[config.mk]
export PLATFORM = sky130hd
export DESIGN_NAME = dog_stack
export DESIGN_NICKNAME = d
export VERILOG_FILES = /design/src/rtl/dog_stack.sv
export SDC_FILE = /design/constraint.sdc
export NUM_CORES = 1
export LEC_CHECK = 0
export CAP_MARGIN = 5
export CORE_MARGIN = 4
export CORE_UTILIZATION = 60
export CTS_BUF_LIST = sky130_fd_sc_hd__clkbuf_16
export DETAILED_ROUTE_END_ITERATION = 7
export PLACE_DENSITY = 0.87
export SETUP_SLACK_MARGIN = 0.15
export SYNTH_ARGS = -nofsm -noshare
export SYNTH_HDL_FRONTEND = slang
export SYNTH_SLANG_ARGS = --single-unit
[constraint.sdc]
create_clock -name axi_clk -period 6 [get_ports axi_clk]
set_clock_uncertainty 0.15 [all_clocks]
set_input_delay 1.8 -clock axi_clk [delete_from_list [all_inputs] [get_ports axi_clk]]
set_output_delay 1.8 -clock axi_clk [all_outputs]
set_load 0.05 [all_outputs]
[src/rtl/dog_stack.sv]
// Difference-of-Gaussian stack: realigns NUM_SCALES skewed convolution streams in
// per-scale FIFOs and emits shifted, saturated scale differences with pixel tags.
module dog_stack #(
    parameter int NUM_SCALES   = 4,
    parameter int RESULT_WIDTH = 24,
    parameter int DIFF_WIDTH   = 14,
    parameter int DIFF_SHIFT   = 10,
    parameter int ALIGN_DEPTH  = 8,
    parameter int IMAGE_COLUMN = 512,
    parameter int IMAGE_ROW    = 512
) (
    input  logic                                     axi_clk,
    input  logic                                     axi_rst,
    input  logic [NUM_SCALES-1:0]                    conv_valid,
    input  logic [NUM_SCALES*RESULT_WIDTH-1:0]       conv_result,
    output logic                                     dog_valid,
    input  logic                                     dog_ready,
    output logic [(NUM_SCALES-1)*DIFF_WIDTH-1:0]     dog_diff,
    output logic [NUM_SCALES-2:0]                    dog_sat,
    output logic [$clog2(IMAGE_COLUMN)-1:0]          dog_col,
    output logic [$clog2(IMAGE_ROW)-1:0]             dog_row,
    output logic                                     dog_sof,
    output logic                                     dog_eol,
    output logic                                     dog_eof,
    input  logic                                     err_clr,
    output logic [NUM_SCALES-1:0]                    ovf_err
);

    localparam int NUM_LANES = NUM_SCALES - 1;
    localparam int PTR_W     = $clog2(ALIGN_DEPTH);
    localparam int CNT_W     = PTR_W + 1;
    localparam int SUB_W     = RESULT_WIDTH + 1;
    localparam int COL_W     = $clog2(IMAGE_COLUMN);
    localparam int ROW_W     = $clog2(IMAGE_ROW);

    localparam logic [COL_W-1:0] LAST_COL = COL_W'(IMAGE_COLUMN - 1);
    localparam logic [ROW_W-1:0] LAST_ROW = ROW_W'(IMAGE_ROW - 1);
    localparam logic signed [SUB_W-1:0] SAT_MAX = SUB_W'(2 ** (DIFF_WIDTH - 1) - 1);
    localparam logic signed [SUB_W-1:0] SAT_MIN = ~SAT_MAX;

    logic                              pop;
    logic [NUM_SCALES-1:0]             fifo_nonempty;
    logic [NUM_SCALES-1:0]             fifo_full;
    logic [NUM_SCALES-1:0]             ovf_set;
    logic [RESULT_WIDTH-1:0]           fifo_head [NUM_SCALES];
    logic [NUM_LANES*DIFF_WIDTH-1:0]   diff_calc;
    logic [NUM_LANES-1:0]              sat_calc;

    logic                              dog_valid_q, dog_valid_d;
    logic [NUM_LANES*DIFF_WIDTH-1:0]   dog_diff_q, dog_diff_d;
    logic [NUM_LANES-1:0]              dog_sat_q, dog_sat_d;
    logic [COL_W-1:0]                  dog_col_q, dog_col_d;
    logic [ROW_W-1:0]                  dog_row_q, dog_row_d;
    logic                              dog_sof_q, dog_sof_d;
    logic                              dog_eol_q, dog_eol_d;
    logic                              dog_eof_q, dog_eof_d;
    logic [COL_W-1:0]                  col_cnt_q, col_cnt_d;
    logic [ROW_W-1:0]                  row_cnt_q, row_cnt_d;
    logic [NUM_SCALES-1:0]             ovf_err_q, ovf_err_d;

    // All scales advance in lockstep; a sample leaves only once every scale has one.
    assign pop = (&fifo_nonempty) && (!dog_valid_q || dog_ready);

    genvar gi;
    generate
        for (gi = 0; gi < NUM_SCALES; gi++) begin : g_fifo
            logic [RESULT_WIDTH-1:0] mem [ALIGN_DEPTH];
            logic [PTR_W-1:0]        wr_ptr_q, wr_ptr_d;
            logic [PTR_W-1:0]        rd_ptr_q, rd_ptr_d;
            logic [CNT_W-1:0]        count_q, count_d;
            logic                    wr_en;

            assign fifo_full[gi]     = (count_q == CNT_W'(ALIGN_DEPTH));
            assign fifo_nonempty[gi] = (count_q != '0);
            // A pop in the same cycle frees the slot, so a full FIFO still accepts.
            assign wr_en             = conv_valid[gi] && (!fifo_full[gi] || pop);
            assign ovf_set[gi]       = conv_valid[gi] && fifo_full[gi] && !pop;
            assign fifo_head[gi]     = mem[rd_ptr_q];

            always_comb begin
                wr_ptr_d = wr_ptr_q;
                rd_ptr_d = rd_ptr_q;
                count_d  = count_q;
                if (wr_en) begin
                    wr_ptr_d = wr_ptr_q + 1'b1;
                end
                if (pop) begin
                    rd_ptr_d = rd_ptr_q + 1'b1;
                end
                case ({wr_en, pop})
                    2'b10:   count_d = count_q + 1'b1;
                    2'b01:   count_d = count_q - 1'b1;
                    default: count_d = count_q;
                endcase
            end

            always_ff @(posedge axi_clk or posedge axi_rst) begin
                if (axi_rst) begin
                    wr_ptr_q <= '0;
                    rd_ptr_q <= '0;
                    count_q  <= '0;
                end else begin
                    wr_ptr_q <= wr_ptr_d;
                    rd_ptr_q <= rd_ptr_d;
                    count_q  <= count_d;
                end
            end

            always_ff @(posedge axi_clk) begin
                if (wr_en) begin
                    mem[wr_ptr_q] <= conv_result[gi*RESULT_WIDTH +: RESULT_WIDTH];
                end
            end
        end

        for (gi = 0; gi < NUM_LANES; gi++) begin : g_lane
            logic signed [SUB_W-1:0] delta;
            logic signed [SUB_W-1:0] shifted;
            logic                    over_hi;
            logic                    over_lo;
            logic [DIFF_WIDTH-1:0]   lane_diff;

            // Operands are unsigned, so one extra bit holds any difference exactly.
            assign delta   = $signed({1'b0, fifo_head[gi+1]}) - $signed({1'b0, fifo_head[gi]});
            assign shifted = delta >>> DIFF_SHIFT;
            assign over_hi = (shifted > SAT_MAX);
            assign over_lo = (shifted < SAT_MIN);

            always_comb begin
                lane_diff = shifted[DIFF_WIDTH-1:0];
                if (over_hi) begin
                    lane_diff = SAT_MAX[DIFF_WIDTH-1:0];
                end else if (over_lo) begin
                    lane_diff = SAT_MIN[DIFF_WIDTH-1:0];
                end
            end

            assign diff_calc[gi*DIFF_WIDTH +: DIFF_WIDTH] = lane_diff;
            assign sat_calc[gi] = over_hi || over_lo;
        end
    endgenerate

    always_comb begin
        dog_valid_d = dog_valid_q;
        dog_diff_d  = dog_diff_q;
        dog_sat_d   = dog_sat_q;
        dog_col_d   = dog_col_q;
        dog_row_d   = dog_row_q;
        dog_sof_d   = dog_sof_q;
        dog_eol_d   = dog_eol_q;
        dog_eof_d   = dog_eof_q;
        col_cnt_d   = col_cnt_q;
        row_cnt_d   = row_cnt_q;

        if (pop) begin
            dog_valid_d = 1'b1;
            dog_diff_d  = diff_calc;
            dog_sat_d   = sat_calc;
            dog_col_d   = col_cnt_q;
            dog_row_d   = row_cnt_q;
            dog_sof_d   = (col_cnt_q == '0) && (row_cnt_q == '0);
            dog_eol_d   = (col_cnt_q == LAST_COL);
            dog_eof_d   = (col_cnt_q == LAST_COL) && (row_cnt_q == LAST_ROW);
            if (col_cnt_q == LAST_COL) begin
                col_cnt_d = '0;
                row_cnt_d = (row_cnt_q == LAST_ROW) ? '0 : row_cnt_q + 1'b1;
            end else begin
                col_cnt_d = col_cnt_q + 1'b1;
            end
        end else if (dog_ready) begin
            dog_valid_d = 1'b0;
        end

        // A new overflow in the clearing cycle must not be lost.
        ovf_err_d = (ovf_err_q & ~{NUM_SCALES{err_clr}}) | ovf_set;
    end

    always_ff @(posedge axi_clk or posedge axi_rst) begin
        if (axi_rst) begin
            dog_valid_q <= 1'b0;
            dog_diff_q  <= '0;
            dog_sat_q   <= '0;
            dog_col_q   <= '0;
            dog_row_q   <= '0;
            dog_sof_q   <= 1'b0;
            dog_eol_q   <= 1'b0;
            dog_eof_q   <= 1'b0;
            col_cnt_q   <= '0;
            row_cnt_q   <= '0;
            ovf_err_q   <= '0;
        end else begin
            dog_valid_q <= dog_valid_d;
            dog_diff_q  <= dog_diff_d;
            dog_sat_q   <= dog_sat_d;
            dog_col_q   <= dog_col_d;
            dog_row_q   <= dog_row_d;
            dog_sof_q   <= dog_sof_d;
            dog_eol_q   <= dog_eol_d;
            dog_eof_q   <= dog_eof_d;
            col_cnt_q   <= col_cnt_d;
            row_cnt_q   <= row_cnt_d;
            ovf_err_q   <= ovf_err_d;
        end
    end

    assign dog_valid = dog_valid_q;
    assign dog_diff  = dog_diff_q;
    assign dog_sat   = dog_sat_q;
    assign dog_col   = dog_col_q;
    assign dog_row   = dog_row_q;
    assign dog_sof   = dog_sof_q;
    assign dog_eol   = dog_eol_q;
    assign dog_eof   = dog_eof_q;
    assign ovf_err   = ovf_err_q;

endmodule

==> impl_results.md <==
* Top-area cell type share of the netlist area at 61.18%
* Antenna viol nets, final at 0
* CTS Buf Count at between 80 and 90
* Layout cells sized above 1 at 19.24%
* FF+latch count, synth at about 900
* Worst Hold Class: register to register
* Clock slew at reported path FFs at approximately 0.06 ns
* Hold path depth at 2
* Io pins at approximately 180
* YS warnings at 0
* IO Port Bufs at 174
* Number of enable flip-flop cells after synthesis at 768
* Worst Setup Path Type: register to register
* Die H at 258.7 um
* Crit Reg-Reg Endpoint: dog_diff[19]
* Seq. cell area at roughly 26000 um2
* TritonCTS clock tree: yes
* Vias in the first global route at 22294
* Hpwl dp at 55.93 mm
* Post-synthesis instance total at roughly 2200
* Largest net degree at the start of global routing at 105
* Setup violators final at 0
* FILL cells at 3568
* Synth Net Count at 2369
* Count leader, synth: edfxtp_1
* Seq/Total Area, Yosys at 69.74%
* RSZ-0062 raised after global routing: false
* Critical path startpoint category: register
* Remaining DRCs at 0
* Hold-fix buffers, CTS at 0
* Post-synth ARST share at 14.38%
* R2r setup slk at 0.61 ns
* Reg2Reg Depth at 13
* CP required at 6.35 ns
* Synth area leader: edfxtp_1
* Tot GR Track Use at between 20% and 30%
* CORE AREA at approximately 62000 um2
* Crit path to: dog_diff[19]
* Post-Syn Area at 37700 um2
* Crit share post-route at between 80% and 90%
* Syn avg cell area at 17.40 um2
* Top area cells in the synthesized netlist: edfxtp_1 61%, mux4_2 11%, dfrtp_1 8.6%
* Multi-input logic area at between 10000 and 15000 um2
* Total gr overflow at 0
* DR vias/cell at 6.544
* Synth cell types at 77
* Fin nets at between 2000 and 3000
* Worst Path Max Fanout at 20
* Worst-Skew Late Latency at ~0.64 ns
* Outcome: finished clean
* Most common flop cell mapped by yosys: edfxtp_1
* Final-report max-slew violation count at 0
* Dpl cells at approximately 3200
* Rel. slew slack at 29.08%
* Clk root buf: clkbuf_16
* Reg2reg start: g_fifo[1].rd_ptr_q[0]
* Cts repair resizes at 0
* Num rows at 91
* Max_cap viols at 0
* Top cells by count, synth: 768 x edfxtp_1, 192 x mux4_2, 178 x nand2_1, 129 x dfrtp_1, 95 x ha_1
* CP startpoint: g_fifo[1].rd_ptr_q[0]
* Total die area at roughly 67000 um2
* Final Non-Filler Cells at ~3300
* Setup TNS at 0 ns
* Initial DRC count at 3017
* CTS max path bufs at 3
* Final hold slack at roughly 0.33 ns
* WL/cell at approximately 28 um
* CP Capture Type: register
* Final Hold Viols at 0
* DIE WIDTH at 258.7 um
* Antenna violations before repair at 7
* Critical Path AT at 5.74 ns
* Tmin final at 5.390 ns
* WL final at 93.60 mm
* Post-CTS Setup Inserts at 0
* Router iterations before antenna repair at 8
* Vias at 21759
* # clock sinks at 897
* Area growth syn-to-layout at 16.19%
* Worst-margin pin slew at 1.064 ns
* H-tree levels at 3
* F_max at about 0.19 GHz
* Starting Density at between 60 and 70%
* RD Place Congestion at about 0.9
* Wire length of the first global-routing pass at roughly 140 mm
-- per-stage QoR --
stage | worst slack (ns) | util (%) | area, um2
floorplan | 0.2946 | - | 37700
global placement | 1.065 | 65.91 | 40830
detailed placement | 0.8189 | 65.91 | 40830
CTS | 0.7560 | 70.70 | 43790
global route | 0.3935 | 70.71 | 43800
finish | 0.6102 | 70.71 | 43800
-- cells by family after synthesis --
logic type | synth area share (%)
buffers and inverters | 1.762
flip-flops | 69.74
multiplexers | 14.42
AO/OA/AOI/OAI | 4.680
XOR/XNOR | 1.606
AND/OR/NAND/NOR | 4.318
adder cells (fa/ha/maj) | 3.475
-- worst min path at each step --
stage	startpoint	slack, ns	end
6_report	dog_eol	0.33	dog_eol
5_1_grt	dog_diff[20]	0.35	dog_diff[20]
4_1_cts	dog_eol	0.33	dog_eol
3_5_place_dp	dog_eol	0.32	dog_eol
3_3_place_gp	dog_row[5]	0.31	dog_row[5]
2_1_floorplan	g_fifo[0].count_q[3]	0.31	g_fifo[0].count_q[3]
-- routing by layer --
layer  global-route usage, %  part of all wire [%]
met5                       0                 0.041
met4                   11.74                   4.4
met3                   6.225                    10
met2                   45.79                    49
met1                   37.68                    36
-- cell usage in the layout (no fill, tap or decap), drive strengths merged, types with 31 or more instances in the layout --
master         netlist  layout
a21o                33      33
a21oi               74      74
buf                 38      66
clkbuf              48      87
clkdlybuf4s50        0     174
clkinv               0      45
dfrtp              129     129
edfxtp             768     768
ha                  95      95
inv                 85     100
mux2                31      31
mux2i               76      76
mux4               192     192
nand2              178     178
nor2                53      53
o21ai               75      75
xnor2               43      43
-- layout make-up --
| class | count | area share (%) |
|---|---|---|
| Clock buffer | 87 | 4.971 |
| Sequential cell | 897 | 60.05 |
| Timing Repair Buffer | 240 | 5.194 |
| Tap cell | 837 | 2.391 |
| Inverter | 85 | 0.7399 |
| Multi-Input combinational cell | 1098 | 24.84 |
| Clock inverter | 77 | 1.794 |
| Antenna cell | 4 | 0.02285 |
-- sequential cells by signal, summed over array words and instances, names as in the netlist, 9 cells and up --
signal	count
g_fifo.count_q	16
dog_diff	42
dog_col	9
g_fifo.wr_ptr_q	12
g_fifo.rd_ptr_q	12
col_cnt_q	9
row_cnt_q	9
g_fifo.mem	768
dog_row	9
-- worst max-delay path, stage by stage (launching register included) --
cell and delay, ns:
dfrtp_2 0.81, buf_4 0.29, mux4_2 0.52, mux2i_1 0.37, ha_1 0.33, a21oi_1 0.17, o21ai_1 0.10, a2111oi_0 0.66
or3_1 0.24, and3_1 0.22, o21ai_1 0.14, or3_1 0.58, a21oi_1 0.47, o31ai_1 0.16
Power is left out: the tool's default activity adds up to more than one toggle a clock period on the data nets, which glitch-free logic cannot reach.
